[src/rtl/mul_seq_ctrl.sv]
// mul_seq_ctrl: control path for the repeated-addition multiplier datapath.
//
// Takes two operand beats over a valid/ready port, drives the multiplicand
// and then the multiplier onto the shared datapath bus, and runs the
// add/decrement loop until the datapath reports that counter B is zero.
// With SWAP_EN=1 the smaller operand goes into the down-counter so the loop
// runs as few times as possible.
//
// Ports:
//   clk, rst_n          clock, asynchronous active-low reset
//   op_data/op_valid    operand beat in (beat0 = a, beat1 = b)
//   op_ready            block can accept a beat (IDLE, WAIT_B only)
//   data_out            bus to the datapath data input
//   LdA, LdB, LdP       load strobes for A, counter B, and product P (P <= A+P)
//   clrP, decB          clear P, decrement counter B
//   eqz                 datapath flag: counter B == 0
//   busy                operation in progress (LOAD_A..RUN)
//   done                one-cycle completion pulse, P valid in this cycle
//   iter_count          add iterations of the current/last operation
module mul_seq_ctrl #(
    parameter int WIDTH   = 16,
    parameter bit SWAP_EN = 1'b1
) (
    input  logic             clk,
    input  logic             rst_n,
    input  logic [WIDTH-1:0] op_data,
    input  logic             op_valid,
    output logic             op_ready,
    output logic [WIDTH-1:0] data_out,
    output logic             LdA,
    output logic             LdB,
    output logic             LdP,
    output logic             clrP,
    output logic             decB,
    input  logic             eqz,
    output logic             busy,
    output logic             done,
    output logic [WIDTH-1:0] iter_count
);

    typedef enum logic [2:0] {
        IDLE, WAIT_B, LOAD_A, LOAD_B, RUN, DONE
    } state_t;

    state_t           state;
    logic [WIDTH-1:0] a_reg, b_reg;

    // Multiplicand selection: larger operand when swapping (a wins a tie).
    function automatic logic [WIDTH-1:0] pick_mcand(input logic [WIDTH-1:0] a,
                                                    input logic [WIDTH-1:0] b);
        if (SWAP_EN) return (a >= b) ? a : b;
        return a;
    endfunction

    function automatic logic [WIDTH-1:0] pick_mplier(input logic [WIDTH-1:0] a,
                                                     input logic [WIDTH-1:0] b);
        if (SWAP_EN) return (a >= b) ? b : a;
        return b;
    endfunction

    // The add strobes must follow eqz in the same cycle so the loop stops
    // exactly when B reaches zero; they depend only on state and eqz.
    assign LdP  = (state == RUN) && !eqz;
    assign decB = (state == RUN) && !eqz;

    // All other outputs are registered: each transition sets the outputs
    // that belong to the state being entered.
    always_ff @(posedge clk or negedge rst_n) begin
        if (!rst_n) begin
            state      <= IDLE;
            a_reg      <= '0;
            b_reg      <= '0;
            iter_count <= '0;
            data_out   <= '0;
            op_ready   <= 1'b1;
            LdA        <= 1'b0;
            LdB        <= 1'b0;
            clrP       <= 1'b0;
            busy       <= 1'b0;
            done       <= 1'b0;
        end else begin
            LdA      <= 1'b0;
            LdB      <= 1'b0;
            clrP     <= 1'b0;
            done     <= 1'b0;
            data_out <= '0;
            case (state)
                IDLE: begin
                    if (op_valid) begin
                        a_reg <= op_data;
                        state <= WAIT_B;
                    end
                end
                WAIT_B: begin
                    if (op_valid) begin
                        b_reg    <= op_data;
                        state    <= LOAD_A;
                        op_ready <= 1'b0;
                        busy     <= 1'b1;
                        LdA      <= 1'b1;
                        // b_reg is not updated yet, so select from the beat itself
                        data_out <= pick_mcand(a_reg, op_data);
                    end
                end
                LOAD_A: begin
                    state    <= LOAD_B;
                    LdB      <= 1'b1;
                    clrP     <= 1'b1;
                    data_out <= pick_mplier(a_reg, b_reg);
                end
                LOAD_B: begin
                    state      <= RUN;
                    iter_count <= '0;
                end
                RUN: begin
                    if (eqz) begin
                        state <= DONE;
                        busy  <= 1'b0;
                        done  <= 1'b1;
                    end else begin
                        iter_count <= iter_count + 1'b1;
                    end
                end
                DONE: begin
                    state    <= IDLE;
                    op_ready <= 1'b1;
                end
                default: begin
                    state    <= IDLE;
                    op_ready <= 1'b1;
                    busy     <= 1'b0;
                end
            endcase
        end
    end

endmodule

[config.mk]
export PLATFORM = sky130hd
export DESIGN_NAME = mul_seq_ctrl
export DESIGN_NICKNAME = d
export VERILOG_FILES = /design/src/rtl/mul_seq_ctrl.sv
export SDC_FILE = /design/constraint.sdc
export NUM_CORES = 1
export LEC_CHECK = 0
export ABC_AREA = 1
export CORE_ASPECT_RATIO = 0.9
export CORE_MARGIN = 4
export CORE_UTILIZATION = 35
export CTS_BUF_LIST = sky130_fd_sc_hd__clkbuf_4 sky130_fd_sc_hd__clkbuf_8 sky130_fd_sc_hd__clkbuf_16
export DETAILED_ROUTE_END_ITERATION = 16
export HOLD_SLACK_MARGIN = 0.1
export SYNTH_ARGS = -nofsm -noshare
export SYNTH_HDL_FRONTEND = slang
export SYNTH_SLANG_ARGS = --single-unit
[constraint.sdc]
create_clock -name clk -period 2.76 [get_ports clk]
set_clock_uncertainty 0.15 [all_clocks]
set_input_delay 0.552 -clock clk [delete_from_list [all_inputs] [get_ports clk]]
set_output_delay 0.552 -clock clk [all_outputs]
set_load 0.05 [all_outputs]
# Word level (Yosys, flattened, before mapping)
# Index checks and enable logic that the tools add are counted.
# W data, S select, Z words.
# classes
n_addsub	1
magnitude_cmp	2
n_eq_ne	9
muxes	24
bitwise_logic	2
n_reduce_logical	12
# ops
cell	count
$mux W16	6
$pmux W16 S2	2
$ge A16 B16 Y1	2
$add A16 B1 Y16 const B	1
$pmux W3 S5	1
$mux W1	10
$mux W3	3
$ne A2 B2 Y1 const B	4
$reduce_and A2 Y1	4
$reduce_or A4 Y1	2
$eq A3 B2 Y1 const B	2
$eq A3 B3 Y1 const B	2
$reduce_and A3 Y1	2
$eq A3 B1 Y1 const B	1
$logic_not A3 Y1	1
$pmux W1 S3	1
$not A1 Y1	2
$pmux W1 S2	1
$reduce_bool A2 Y1	1
$logic_and A1 B1 Y1	1
$logic_not A1 Y1	1
# totals
regBits	72
input_bits	20
out_inout_bits	40
word_cells	60

# Longest topological paths before layout
# logic_depth
ltp_word	5
mapped_depth	15
depth_no_buf	14

# Worst setup path after synthesis
# No wires, ideal clock.
# synth_timing
kind	input-to-reg
from	input port op_data[11]
to	register data_out[12]
setup_time_ps	118
arrival_ps	1827
t_required_ps	2492
path_slack_ps	664
path_stages	9
n_path_buf	1
cell_sequence	inv_1 ha_1 a21oi_1 o21ai_1 a21oi_2 buf_2 nand3_1 nand3_1 nand2_1
# synth_between
elab_chain_cells	5
# synth_rtl
item	line	source
start: declaration	26	input logic [WIDTH-1:0] op_data,
$ge A16 B16 Y1	51	if (SWAP_EN) return (a >= b) ? a : b;
$mux W16	51	
$mux W16	52	return a;
$mux W16	95	if (op_valid) begin
$pmux W16 S2	87	case (state)
end signal: assignment	102	data_out <= pick_mcand(a_reg, op_data);
end signal: assignment	109	data_out <= pick_mplier(a_reg, b_reg);
end: declaration	29	output logic [WIDTH-1:0] data_out,
# Every way passes these cells.
# A chain may end at the register's enable or synchronous reset.

# Worst setup path in the final report
# layout_timing
from	input port op_data[15]
to	register data_out[5]
# The elaborated chain is that of the path after synthesis.

==> results.tsv <==
stage	metric	value	unit
die	Starting Density	35.8	%
routing	DRT iter0 DRCs	204	
finish	most frequent cells in the layout	nand2_1, inv_1, nand3_1, dfrtp_1, clkdlybuf4s50_1	
critical_path	Crit Path Class	in -> reg	
critical_path	Slowest-stage cell, CP	clkdlybuf4s50_1	
clocking	H-tree levels	3	
critical_path	Critical Path Sink Type	register	
global_route	first-pass GRT wire length	18.7	mm
critical_path	Reg2Reg Depth	12	
sta	Hold WS	0.191	ns
synth	post-synthesis sequential area ratio	41.8	%
critical_path	Worst path most repeated cell	nand2_1	
global_route	Overall Global Routing Usage	16.0	%
global_route	GRT overflow	0	
critical_path	worst endpoint data arrival time	2.50	ns
clocking	hold buffers post-CTS	0	
synth	main combinational cell family by area after synthesis	simple AND/OR/NAND/NOR gates	
finish	fin cells	798	
placed_design	DP HPWL	7.92	mm
critical_path	crit-path cells	clkdlybuf4s50_1 > inv_1 > ha_1 > nand2_1 > o21ai_0 > a21oi_2 > nand2_2 > nand2_1 > nand3_1 > nand2_1	
sta	final critical-path required period	2.44	ns
critical_path	Setup crit start kind	input pin	
synth	Post-Syn Area per Cell	7.64	sq um
pwr	sequential power share	27.0	%
routing	DR pass1 iterations	5	
pwr	Max IR drop VDD	0.000485	V
synth	Mapped Area	0.00431	sq mm
pwr	PwrDens	1170	mW/mm^2
sta	RSZ-0062 raised after global routing	false	
critical_path	Reg2Reg Capture Point	data_out[13]	
pwr	clock power share	19.9	%
sta	Tcrit/Tclk final	88.5	%
synth	Synth area leaders	dfrtp_1, nand2_1, ha_1, nand3_1, inv_1	
synth	Compound-Gate Fraction of Synth Area	8.74	%
routing	Routed WL per cell	13.5	microns
pwr	internal power	3460	uW
sta	max-slew violation count	0	
sta	post-route setup slack	0.316	ns
clocking	CTS buffer count	9	
global_route	vias in the first global route	3803	
synth	#FFs+latches synth	72	
synth	Synth Warn #	0	
clocking	Post-CTS Setup Bufs	0	
die	Row Count	38	
synth	XOR/XNOR share of the synthesized area	0.407	%
finish	Finished Core Util	45.4	%
global_route	largest net degree at the start of global routing	73	
synth	Post-Syn Instances	564	
sta	f_max	409	MHz
pwr	switching share of total power	46.1	%
finish	Layout fillers	1188	
pwr	switching power	2960	uW
critical_path	Critical Path Fanout Max	16	
flow_run	max cap viols	0	
pwr	Gate power share	53.0	%
critical_path	critical path's top delay family	simple AND/OR/NAND/NOR gates	
placed_design	Placed Cells	782	
clocking	Worst-Skew Late Latency	0.33	ns
clocking	Clock Tree Buf Depth	2	
die	die width	125	microns
die	Die Y	113	microns
finish	commonest non-fill, non-tap cell in the layout	nand2_1	
placed_design	pre-CTS setup slack	-0.00663	ns
critical_path	worst path bufs/invs	2	
placed_design	Routability Congestion	0.884	
finish	layout cell share with drive strength beyond 1	8.78	%
critical_path	CP Data Required Time	2.82	ns
status	status	completed	
finish	Post-layout nets	686	
die	die area	0.0142	sq mm
synth	Synth Area in Adders	9.58	%
global_route	initial antenna violation count	0	
sta	# setup viols final	0	
clocking	clk slew on worst S/H paths	0.06	ns
synth	multiplexer share of the synthesized area	0	%
synth	cell taking the most area after synthesis	dfrtp_1	
clocking	CTS Sinks	72	
clocking	CTS tree	yes	
synth	Syn Nets	617	
clocking	post-CTS sizing	0	
min_path	worst hold path type	in -> async	
routing	via count	3911	
critical_path	CP max stage delay	0.45	ns
routing	ANT nets after route	0	
sta	Relative slew margins	40.2	%
synth	area share of the largest cell type after synthesis	41.2	%
die	Core ar.	0.0120	sq mm
sta	Worst Max-Slew Pin Slew	0.897	ns
clocking	Root Driver	clkbuf_16	
routing	vias per inst	4.90	
synth	Distinct cells, synth	33	
placed_design	PortBufs	59	
finish	Syn-to-layout area delta	26.9	%
synth	simple-gate share of the synthesized area	29.2	%
die	# IOs	60	
sta	Fin. Hold Viols	0	
finish	diode count	0	
routing	DRC errors left	0	
sta	Fin Setup TNS	0	ns
critical_path	reg2reg setup slack	0.45	ns
routing	Routed WL	10.8	mm
pwr	static leakage	0.00279	uW
critical_path	FF-to-FF Start	a_reg[7]	
final cells by class:
type	count	area [sq um]	share of cell area, %
Sequential cell	72	1800	33.0
Tap cell	160	200	3.66
Clock buffer	11	253	4.62
Timing Repair Buffer	76	736	13.5
Inverter	88	330	6.04
Multi-Input combinational cell	386	2070	37.8
Clock inverter	5	78.8	1.44
cell families (layout without fill, tap and decap cells):
group / after synthesis / count (layout)
AND/OR/NAND/NOR: 279 / 279
buffers and inverters: 106 / 180
AO/OA/AOI/OAI: 72 / 72
flip-flops: 72 / 72
adder cells (fa/ha/maj): 33 / 33
XOR/XNOR: 2 / 2
cells in the mapped netlist:
library cell,number
dfstp_2,1
nor3b_1,1
a21oi_1,21
nor3_2,1
buf_2,7
nor2_8,1
nand2_2,4
buf_6,1
nor3_1,5
nand2_1,154
dfrtp_1,71
a21oi_2,1
inv_1,83
nor2_1,19
xnor2_1,1
nor2_2,3
buf_8,1
inv_2,4
nand4_1,8
o21a_1,1
ha_1,33
buf_4,4
o21ai_0,44
nand3_1,78
clkinv_1,1
o21ai_1,1
nor2_4,2
o31ai_1,3
o211ai_1,1
nand2_4,2
nand3_4,1
xor2_1,1
clkbuf_1,5
worst register-to-register path, stage by stage, from the launching register on:
cell and delay (ns):
dfrtp_1 0.42, ha_1 0.32, nand2_1 0.05, inv_1 0.06, nand2_1 0.09, nor2_1 0.11, nor2_1 0.04, nand2_1 0.07
nand2_1 0.22, nand2_2 0.38, nand2_1 0.11, nand3_1 0.09, nand2_1 0.08
power groups by stage:
stage | Clock, uW | Combinational (uW) | Sequential, uW
after floorplan | 0 | 1970 | 2230
after global placement | 0 | 3340 | 1750
after detailed placement | 0 | 3400 | 1750
after CTS | 1310 | 3420 | 1740
after global routing | 1350 | 3830 | 1790
final | 1280 | 3400 | 1740
stage by stage:
stage          instance area [sq um]  total power (uW)
2_1_floorplan                   4310              4190
3_3_place_gp                    5130              5080
3_5_place_dp                    5130              5150
4_1_cts                         5470              6460
5_1_grt                         5470              6970
6_report                        5470              6420
worst max path at each step:
stage           startpoint           end  slack [ns]  cells past startpoint
3_5_place_dp   op_data[15]  data_out[13]      -0.007                     10
3_3_place_gp    op_data[3]  data_out[13]        0.05                     14
6_report       op_data[15]   data_out[5]        0.32                     10
2_1_floorplan  op_data[11]  data_out[12]        0.66                      9
5_1_grt         op_data[3]   data_out[2]        0.13                     14
4_1_cts        op_data[15]  data_out[13]        0.34                     10
layer usage:
metal | share of wire [%] | track usage, % | up-vias
li1 | - | - | 1955
met1 | 48 | 21.4 | 1835
met2 | 46 | 25.7 | 104
met3 | 4.8 | 3.96 | 17
met4 | 1.5 | 4.70 | 0
met5 | 0 | 0 | -
Note: power is estimated with default switching activity, not from simulation.
